$ cat src/rtl/datapath.sv
// Execution datapath of the 8-bit microcontroller. It holds the PC, IR, a 16 x 8 register file,
// the accumulator, the ALU and the Z/C flags, and it answers the controller's load/select strobes.
module datapath #(
  parameter logic [7:0] PC_RESET = 8'h00
) (
  input  logic       CLK,
  input  logic       CLB,
  input  logic       LoadIR,
  input  logic       IncPC,
  input  logic       SelPC,
  input  logic       LoadPC,
  input  logic       LoadReg,
  input  logic       LoadAcc,
  input  logic [1:0] SelAcc,
  input  logic [3:0] SelALU,
  input  logic [7:0] InstrData,
  output logic [7:0] PCAddr,
  output logic [7:0] Opcode,
  output logic       Z,
  output logic       C,
  output logic [7:0] AccOut
);

  localparam int NREGS = 16;

  typedef enum logic [3:0] {
    ALU_PASS_B = 4'b0000,
    ALU_PASS_A = 4'b0001,
    ALU_ADD    = 4'b0010,
    ALU_SUB    = 4'b0011,
    ALU_NOR    = 4'b0100,
    ALU_AND    = 4'b0101,
    ALU_OR     = 4'b0110,
    ALU_XOR    = 4'b0111,
    ALU_SHL    = 4'b1000,
    ALU_SHR    = 4'b1001
  } alu_op_e;

  typedef enum logic [1:0] {
    ACC_ZERO = 2'b00,
    ACC_IMM  = 2'b01,
    ACC_ALU  = 2'b10,
    ACC_REG  = 2'b11
  } acc_sel_e;

  logic [7:0] pc_q,  pc_d;
  logic [7:0] ir_q,  ir_d;
  logic [7:0] acc_q, acc_d;
  logic       z_q,   z_d;
  logic       c_q,   c_d;
  logic [7:0] regs_q [NREGS];
  logic [7:0] regs_d [NREGS];

  logic [3:0] reg_idx;
  logic [7:0] reg_b;
  logic [7:0] imm;
  logic [7:0] alu_r;
  logic       alu_k;

  assign reg_idx = ir_q[3:0];
  assign reg_b   = regs_q[reg_idx];
  assign imm     = {4'h0, ir_q[3:0]};

  // NOTE: every variable written in an always_comb gets a default first, so no path can infer a latch.
  always_comb begin
    alu_r = acc_q;
    alu_k = 1'b0;
    case (SelALU)
      ALU_PASS_B: alu_r = reg_b;
      ALU_PASS_A: alu_r = acc_q;
      ALU_ADD:    {alu_k, alu_r} = {1'b0, acc_q} + {1'b0, reg_b};
      ALU_SUB: begin
        alu_r = acc_q - reg_b;
        alu_k = (acc_q < reg_b);
      end
      ALU_NOR:    alu_r = ~(acc_q | reg_b);
      ALU_AND:    alu_r = acc_q & reg_b;
      ALU_OR:     alu_r = acc_q | reg_b;
      ALU_XOR:    alu_r = acc_q ^ reg_b;
      ALU_SHL: begin
        alu_r = {acc_q[6:0], 1'b0};
        alu_k = acc_q[7];
      end
      ALU_SHR: begin
        alu_r = {1'b0, acc_q[7:1]};
        alu_k = acc_q[0];
      end
      default: alu_r = acc_q;
    endcase
  end

  // Every destination reads only _q values, so simultaneous strobes see pre-edge state.
  always_comb begin
    pc_d   = pc_q;
    ir_d   = ir_q;
    acc_d  = acc_q;
    z_d    = z_q;
    c_d    = c_q;
    regs_d = regs_q;

    if (LoadPC)     pc_d = SelPC ? imm : reg_b;
    else if (IncPC) pc_d = pc_q + 8'd1;

    if (LoadIR)  ir_d = InstrData;
    if (LoadReg) regs_d[reg_idx] = acc_q;

    if (LoadAcc) begin
      case (SelAcc)
        ACC_ZERO: acc_d = 8'h00;
        ACC_IMM:  acc_d = imm;
        ACC_ALU: begin
          acc_d = alu_r;
          z_d   = (alu_r == 8'h00);
          c_d   = alu_k;
        end
        default:  acc_d = reg_b;
      endcase
    end
  end

  // NOTE: state registers use non-blocking assignments so all of them update together on the edge.
  always_ff @(posedge CLK) begin
    if (!CLB) begin
      pc_q  <= PC_RESET;
      ir_q  <= 8'h00;
      acc_q <= 8'h00;
      z_q   <= 1'b0;
      c_q   <= 1'b0;
      // NOTE: the register file is cleared on reset, so it is built from resettable flops, not a RAM macro.
      for (int i = 0; i < NREGS; i++) regs_q[i] <= 8'h00;
    end else begin
      pc_q   <= pc_d;
      ir_q   <= ir_d;
      acc_q  <= acc_d;
      z_q    <= z_d;
      c_q    <= c_d;
      regs_q <= regs_d;
    end
  end

  assign PCAddr = pc_q;
  assign Opcode = ir_q;
  assign Z      = z_q;
  assign C      = c_q;
  assign AccOut = acc_q;

endmodule

$ cat config.mk
export PLATFORM = sky130hd
export DESIGN_NAME = datapath
export DESIGN_NICKNAME = d
export VERILOG_FILES = /design/src/rtl/datapath.sv
export SDC_FILE = /design/constraint.sdc
export NUM_CORES = 1
export LEC_CHECK = 0
export BUFFER_PORTS_ARGS = -buffer_cell sky130_fd_sc_hd__buf_4
export CAP_MARGIN = 30
export CORE_UTILIZATION = 50
export DETAILED_ROUTE_END_ITERATION = 8
export PLACE_DENSITY = 0.75
export SLEW_MARGIN = 20
export SYNTH_ARGS = -nofsm -noshare
export SYNTH_HDL_FRONTEND = slang
export SYNTH_SLANG_ARGS = --single-unit
$ cat constraint.sdc
create_clock -name CLK -period 10.01 [get_ports CLK]
set_input_delay 1.001 -clock CLK [delete_from_list [all_inputs] [get_ports CLK]]
set_output_delay 1.001 -clock CLK [all_outputs]
set_load 0.02 [all_outputs]
==> metrics.md, run 1 <==
| Metric | Value |
|---|---|
| Status | `completed` |
| Yosys synthesis warning count | `0` |
| Worst IR Drop VDD | `0.131 mV` |
| Depth of the CTS H-tree | `4` |
| Launching element type of the critical path | `flop` |
| Floorplan row count | `48` |
| Pleak | `3.44 nW` |
| Total congestion overflow after global routing | `0` |
| Final cycle utilization of the critical path | `46.3%` |
| Total power consumption of the routed design | `1.46 mW` |
| Hold Crit Class | `reg2reg` |
| Starting density of the core | `51.0%` |
| Fraction of synthesis flops using an asynchronous set or reset pin | `0%` |
| Ranking of synthesized cells by instance count | `dfxtp_1 (154), nor2b_1 (150), mux2i_1 (105)` |
| Mapped Cells | `946` |
| Bufs on Longest Clock Path | `2` |
| CTS buffer count | `17` |
| Post-cts resize count | `0` |
| DRC violation count after routing | `0` |
| Number of setup violations in the final report | `0` |
| Die H | `135 µm` |
| Data required, critical path | `10.35 ns` |
| Count of endpoints failing hold in the final timing report | `0` |
| Layout cells sized above 1 | `14.2%` |
| Leading register cell type out of synthesis | `dfxtp_1` |
| Clock root cell | `clkbuf_16` |
| Synth top area cells | `dfxtp_1 (35%), mux2i_1 (12%), nor2b_1 (11%)` |
| Area of all placed cells without fillers | `9890 µm²` |
| Share of Yosys cell area claimed by the top area cell type | `35.1%` |
| Via count of the first global-routing pass | `6831` |
| Setup Total Neg Slack | `0 ns` |
| Ratio of total power to cell area | `148 nW/µm²` |
| Buffers added on ports | `47` |
| Unrepaired setup endpoints after global routing | `no` |
| Detailed Route WL | `23.8 mm` |
| Pre-antenna DRT Iters | `5` |
| Clock latency on the worst-skew pair | `0.43 ns` |
| Number of storage elements in the synthesis netlist | `154` |
| Most area-hungry cell type in the Yosys netlist | `dfxtp_1` |
| Post-DRT Antenna Nets | `0` |
| DR vias | `7158` |
| Number of antenna violations at the first check in global routing | `0` |
| Leading cell type by number of instances after synthesis | `dfxtp_1` |
| Top-Level Pins | `48` |
| Placed cell count | `1159` |
| Maximum fanout encountered on the critical timing path | `27` |
| TritonCTS clock tree | `yes` |
| Post-layout nets | `1005` |
| Area of the die | `18100 µm²` |
| Hold-fix buffer count after cts | `0` |
| Clock-pin slew reported for the worst setup and hold paths after clock tree synthesis | `0.06 ns` |
| Post-CTS Setup Inserts | `0` |
| Ant diodes | `0` |
| Largest net degree at the start of global routing | `86` |
| Transition at the pin with the smallest max-transition slack | `1.01 ns` |
| Count of non-filler cells in the finished layout | `1193` |
| Post-synthesis area per instance | `9.29 µm²` |
| Net count of the mapped netlist | `995` |
| Iter 0 DRT Violations | `652` |
| Post-synth EDFFs | `0` |
| Number of max-cap violations | `0` |
| WP data arrival | `4.98 ns` |
| Routed length per placed instance | `19.9 µm` |
| GPL Wtd Cong | `0.966` |
| Area of the core region | `17200 µm²` |
| Total standard cell area after synthesis | `8790 µm²` |
| Fmax achieved | `216 MHz` |
| Final critical-path required period | `4.64 ns` |
| DP HPWL | `15.9 mm` |
| Clock Skew | `0.0157 ns` |
| Count of clock tree sinks | `154` |
| GRT Overall Usage | `27.1%` |
| Post-route worst hold slack | `0.509 ns` |
| Overall die width | `135 µm` |
| Synthesis-to-layout area growth | `12.5%` |
| Share of synthesized area occupied by flip-flops and latches | `35.1%` |
| Max-slew violation total from the final report | `0` |
| Wire length of the first global-routing pass | `37.2 mm` |
| Critical Path Sink Type | `flop` |
| Number of distinct standard cells referenced by the synthesized netlist | `72` |
| DP Area | `9250 µm²` |
| Worst Setup Path Type | `reg2reg` |
| Post-DR vias/cell | `6.00` |
| Slew HR | `31.9%` |
per-layer routing:
| metal | vias to the layer above | GRT usage, % | share of wire [%] |
|---|---|---|---|
| met5 | - | 0 | 0 |
| met4 | 0 | 14.0 | 3.9 |
| met3 | 58 | 4.58 | 5.2 |
| met2 | 239 | 43.4 | 47 |
| met1 | 3481 | 35.1 | 44 |
| li1 | 3380 | - | - |
area by class of cell:
| type | instances | area [µm²] |
|---|---|---|
| Clock buffer | 17 | 425 |
| Clock inverter | 14 | 188 |
| Fill cell | 1480 | 7350 |
| Inverter | 28 | 105 |
| Multi-Input combinational cell | 691 | 5300 |
| Sequential cell | 154 | 3090 |
| Tap cell | 225 | 282 |
| Timing Repair Buffer | 64 | 503 |
cell usage in the layout, fill, tap and decap left out, types with 5 or more instances in the layout:
cell type,count
dfxtp_1,152
nor2b_1,150
mux2i_1,105
nor2_1,82
a21oi_1,70
buf_4,58
nand2_1,33
o21ai_0,26
ha_1,25
mux4_2,24
inv_1,22
clkbuf_16,17
a31oi_1,13
nand3_1,11
o211ai_1,11
nand2b_1,9
mux4_1,8
a211oi_1,7
o211a_1,7
o22ai_1,7
and2_1,6
clkinv_1,6
or3_1,6
xnor2_1,6
buf_6,6
a22o_1,5
nor3_1,5
path summary, 6_finish.rpt:
| path | from | end | slack (ns) | cells after the start |
|---|---|---|---|---|
| setup / recovery | Opcode[0]$_SDFFE_PN0P_ | Z$_SDFFE_PN0P_ | 5.37 | 13 |
| hold / removal | Z$_SDFFE_PN0P_ | Z$_SDFFE_PN0P_ | 0.51 | 2 |
| setup reg to reg | Opcode[0]$_SDFFE_PN0P_ | Z$_SDFFE_PN0P_ | 5.37 | 13 |
| hold reg to reg | Z$_SDFFE_PN0P_ | Z$_SDFFE_PN0P_ | 0.51 | 2 |
metrics by stage:
stage               worst slack, ns  util [%]
floorplan                      6.00         -
finish                         5.37      57.4
global placement               5.49      53.2
global route                   5.02      57.4
detailed placement             5.44      53.7
CTS                            5.39      57.2
power by group:
part           internal [mW]  switching (mW)
Clock                  0.399           0.278
Combinational         0.0607          0.0878
Sequential             0.619          0.0176
registers in the layout (all words and copies together) (netlist names):
name and flops:
Opcode 8, regs_q 128, C 1, AccOut 8, PCAddr 8, Z 1
critical path, cell delays in order, from the launching register on:
cell and delay [ns]:
dfxtp_2 0.63, buf_4 0.45, mux4_2 0.55, mux2i_1 0.15
mux2i_1 0.18, ha_1 0.32, fa_1 0.42, a211oi_1 0.47
o21ai_0 0.16, o21ai_0 0.09, o21ai_0 0.13, o32ai_2 0.30
or4b_1 0.47, o31ai_2 0.21
logic make-up after synthesis:
family                     Yosys count  synth area share [%]
AOI/OAI and AO/OA                  188                  14.3
and+or+nand+nor                    325                  19.9
muxes                              141                  21.0
xor gates and xnor gates            10                 0.996
buffers and inverters              101                  4.70
DFF                                154                  35.1
adders and majority gates           27                  4.01
(Power assumes the default switching activity.)
==> run 2, diff against run 1 <==
clock period = 4.3 ns   (was 10.01 ns; I/O delays follow)
==> metrics.md, run 2 (same netlist as run 1, synthesis figures left out) <==
| Metric | Value |
|---|---|
| Via count of the first global-routing pass | `6834 (was 6831)` |
| Total power consumption of the routed design | `3.30 mW (was 1.46 mW)` |
| Count of endpoints failing hold in the final timing report | `0 (unchanged)` |
| Slew HR | `33.2% (was 31.9%)` |
| DP Area | `9430 µm² (was 9250 µm²)` |
| Post-DRT Antenna Nets | `0 (unchanged)` |
| Top-Level Pins | `48 (unchanged)` |
| Layout cells sized above 1 | `15.9% (was 14.2%)` |
| Data required, critical path | `4.64 ns (was 10.35 ns)` |
| Area of the die | `18100 µm² (unchanged)` |
| Overall die width | `135 µm (unchanged)` |
| Pleak | `3.53 nW (was 3.44 nW)` |
| Largest net degree at the start of global routing | `84 (was 86)` |
| GRT Overall Usage | `27.5% (was 27.1%)` |
| Clock root cell | `clkbuf_16 (unchanged)` |
| Post-CTS Setup Inserts | `0 (unchanged)` |
| Buffers added on ports | `47 (unchanged)` |
| Pre-antenna DRT Iters | `5 (unchanged)` |
| Launching element type of the critical path | `flop (unchanged)` |
| Number of antenna violations at the first check in global routing | `0 (unchanged)` |
| Setup Total Neg Slack | `0 ns (unchanged)` |
| Ratio of total power to cell area | `329 nW/µm² (was 148 nW/µm²)` |
| Most frequent cells in the layout | `dfxtp_1 (152), nor2b_1 (150), mux2i_1 (105) (unchanged)` |
| Clock-pin slew reported for the worst setup and hold paths after clock tree synthesis | `0.07 ns (was 0.06 ns)` |
| Max-slew violation total from the final report | `0 (unchanged)` |
| Worst IR Drop VDD | `0.300 mV (was 0.131 mV)` |
| Ant diodes | `0 (unchanged)` |
| Critical Path Sink Type | `flop (unchanged)` |
| Post-layout nets | `1028 (was 1005)` |
| Register ranked first by flip-flop count | `regs_q (unchanged)` |
| Fmax achieved | `245 MHz (was 216 MHz)` |
| Final cycle utilization of the critical path | `94.9% (was 46.3%)` |
| Worst Setup Path Type | `reg2reg (unchanged)` |
| Status | `completed (unchanged)` |
| Transition at the pin with the smallest max-transition slack | `0.994 ns (was 1.01 ns)` |
| Unrepaired setup endpoints after global routing | `no (unchanged)` |
| Depth of the CTS H-tree | `4 (unchanged)` |
| Final critical-path required period | `4.08 ns (was 4.64 ns)` |
| Floorplan row count | `48 (unchanged)` |
| Bufs on Longest Clock Path | `2 (unchanged)` |
| Wire length of the first global-routing pass | `37.9 mm (was 37.2 mm)` |
| Most common library cell in the layout ignoring fill and taps | `dfxtp_1 (unchanged)` |
| CTS buffer count | `17 (unchanged)` |
| DRC violation count after routing | `0 (unchanged)` |
| DR vias | `7289 (was 7158)` |
| TritonCTS clock tree | `yes (unchanged)` |
| Synthesis-to-layout area growth | `13.9% (was 12.5%)` |
| Detailed Route WL | `24.2 mm (was 23.8 mm)` |
| Iter 0 DRT Violations | `666 (was 652)` |
| Clock Skew | `0.0101 ns (was 0.0157 ns)` |
| Maximum fanout encountered on the critical timing path | `18 (was 27)` |
| Area of all placed cells without fillers | `10000 µm² (was 9890 µm²)` |
| Die H | `135 µm (unchanged)` |
| Number of setup violations in the final report | `0 (unchanged)` |
| Hold-fix buffer count after cts | `0 (unchanged)` |
| WP data arrival | `4.43 ns (was 4.98 ns)` |
| Number of max-cap violations | `0 (unchanged)` |
| Post-DR vias/cell | `6.00 (about the same)` |
| Total congestion overflow after global routing | `0 (unchanged)` |
| Number of flip-flops under the largest register name | `128 (unchanged)` |
| Starting density of the core | `51.0% (unchanged)` |
| Area of the core region | `17200 µm² (unchanged)` |
| Hold Crit Class | `in2reg (was reg2reg)` |
| DP HPWL | `16.3 mm (was 15.9 mm)` |
| GPL Wtd Cong | `0.936 (was 0.966)` |
| Routed length per placed instance | `20.0 µm (was 19.9 µm)` |
| Count of clock tree sinks | `154 (unchanged)` |
| Clock latency on the worst-skew pair | `0.43 ns (about the same)` |
-- run 2: cell types whose count changed in the layout (fill, tap and decap cells not counted) --
| cell | before | now |
|---|---|---|
| buf_6 | 6 | 2 |
| bufinv_16 | 3 | 1 |
| inv_8 | 3 | 0 |
| clkinv_4 | 1 | 0 |
| buf_12 | 0 | 2 |
| clkbuf_1 | 0 | 2 |
| clkbuf_8 | 0 | 3 |
| buf_4 | 58 | 83 |
-- run 2: final timing paths --
kind                                              start  slack, ns  cells after the start                       to
worst max-delay path             Opcode[1]$_SDFFE_PN0P_       0.22                     13           Z$_SDFFE_PN0P_
worst min register to register  regs_q[89]$_SDFFE_PN0P_       0.51                      2  regs_q[89]$_SDFFE_PN0P_
worst max register to register   Opcode[1]$_SDFFE_PN0P_       0.22                     13           Z$_SDFFE_PN0P_
worst min-delay path                       InstrData[6]       0.25                      3   Opcode[6]$_SDFFE_PN0P_
-- run 2: layout make-up --
cell class,instances,area [µm²]
clock buffers,22,474
clock inverters,8,85.1
fillers,1504,7220
inverters,28,105
multi-input cells,691,5300
flip-flops and latches,154,3090
well taps,225,282
repair buffers,87,686
-- run 2: critical path, cell delays in order (launching register included) --
cell	delay, ns
dfxtp_2	0.62
buf_4	0.29
mux4_2	0.32
mux2i_1	0.20
mux2_2	0.29
inv_1	0.12
fa_1	0.52
nor4bb_1	0.05
a41o_1	0.22
a222oi_1	0.30
o221a_2	0.28
nand3b_1	0.07
or4b_1	0.49
o31ai_2	0.21
-- run 2: power by group --
| part | internal, mW | switching [mW] | leakage (nW) |
|---|---|---|---|
| Combinational | 0.155 | 0.231 | 2.01 |
| Clock | 0.842 | 0.609 | 0.270 |
| Sequential | 1.44 | 0.0186 | 1.24 |
-- run 2: per-stage QoR --
stage,cells,setup WS [ns],utilization [%],hold WS [ns]
2_1_floorplan,946,0.294,-,0.468
3_3_place_gp,1174,0.295,54.2,0.482
3_5_place_dp,1182,0.213,54.7,0.491
4_1_cts,1212,0.198,58.0,0.243
5_1_grt,1215,0.0571,58.1,0.267
6_report,1215,0.218,58.1,0.255
-- run 2: metal layers --
layer | GRT usage, % | wire (µm) | part of all wire [%]
met5 | 0 | 0 | 0
met4 | 10.9 | 714 | 2.9
met3 | 4.95 | 1330 | 5.5
met2 | 44.2 | 11200 | 46
met1 | 36.7 | 11000 | 45
-- run 2: what timing repair did --
action	in CTS	in global routing
gates resized for setup	0	1
setup endpoints to repair	0	1
hold endpoints to repair	0	0
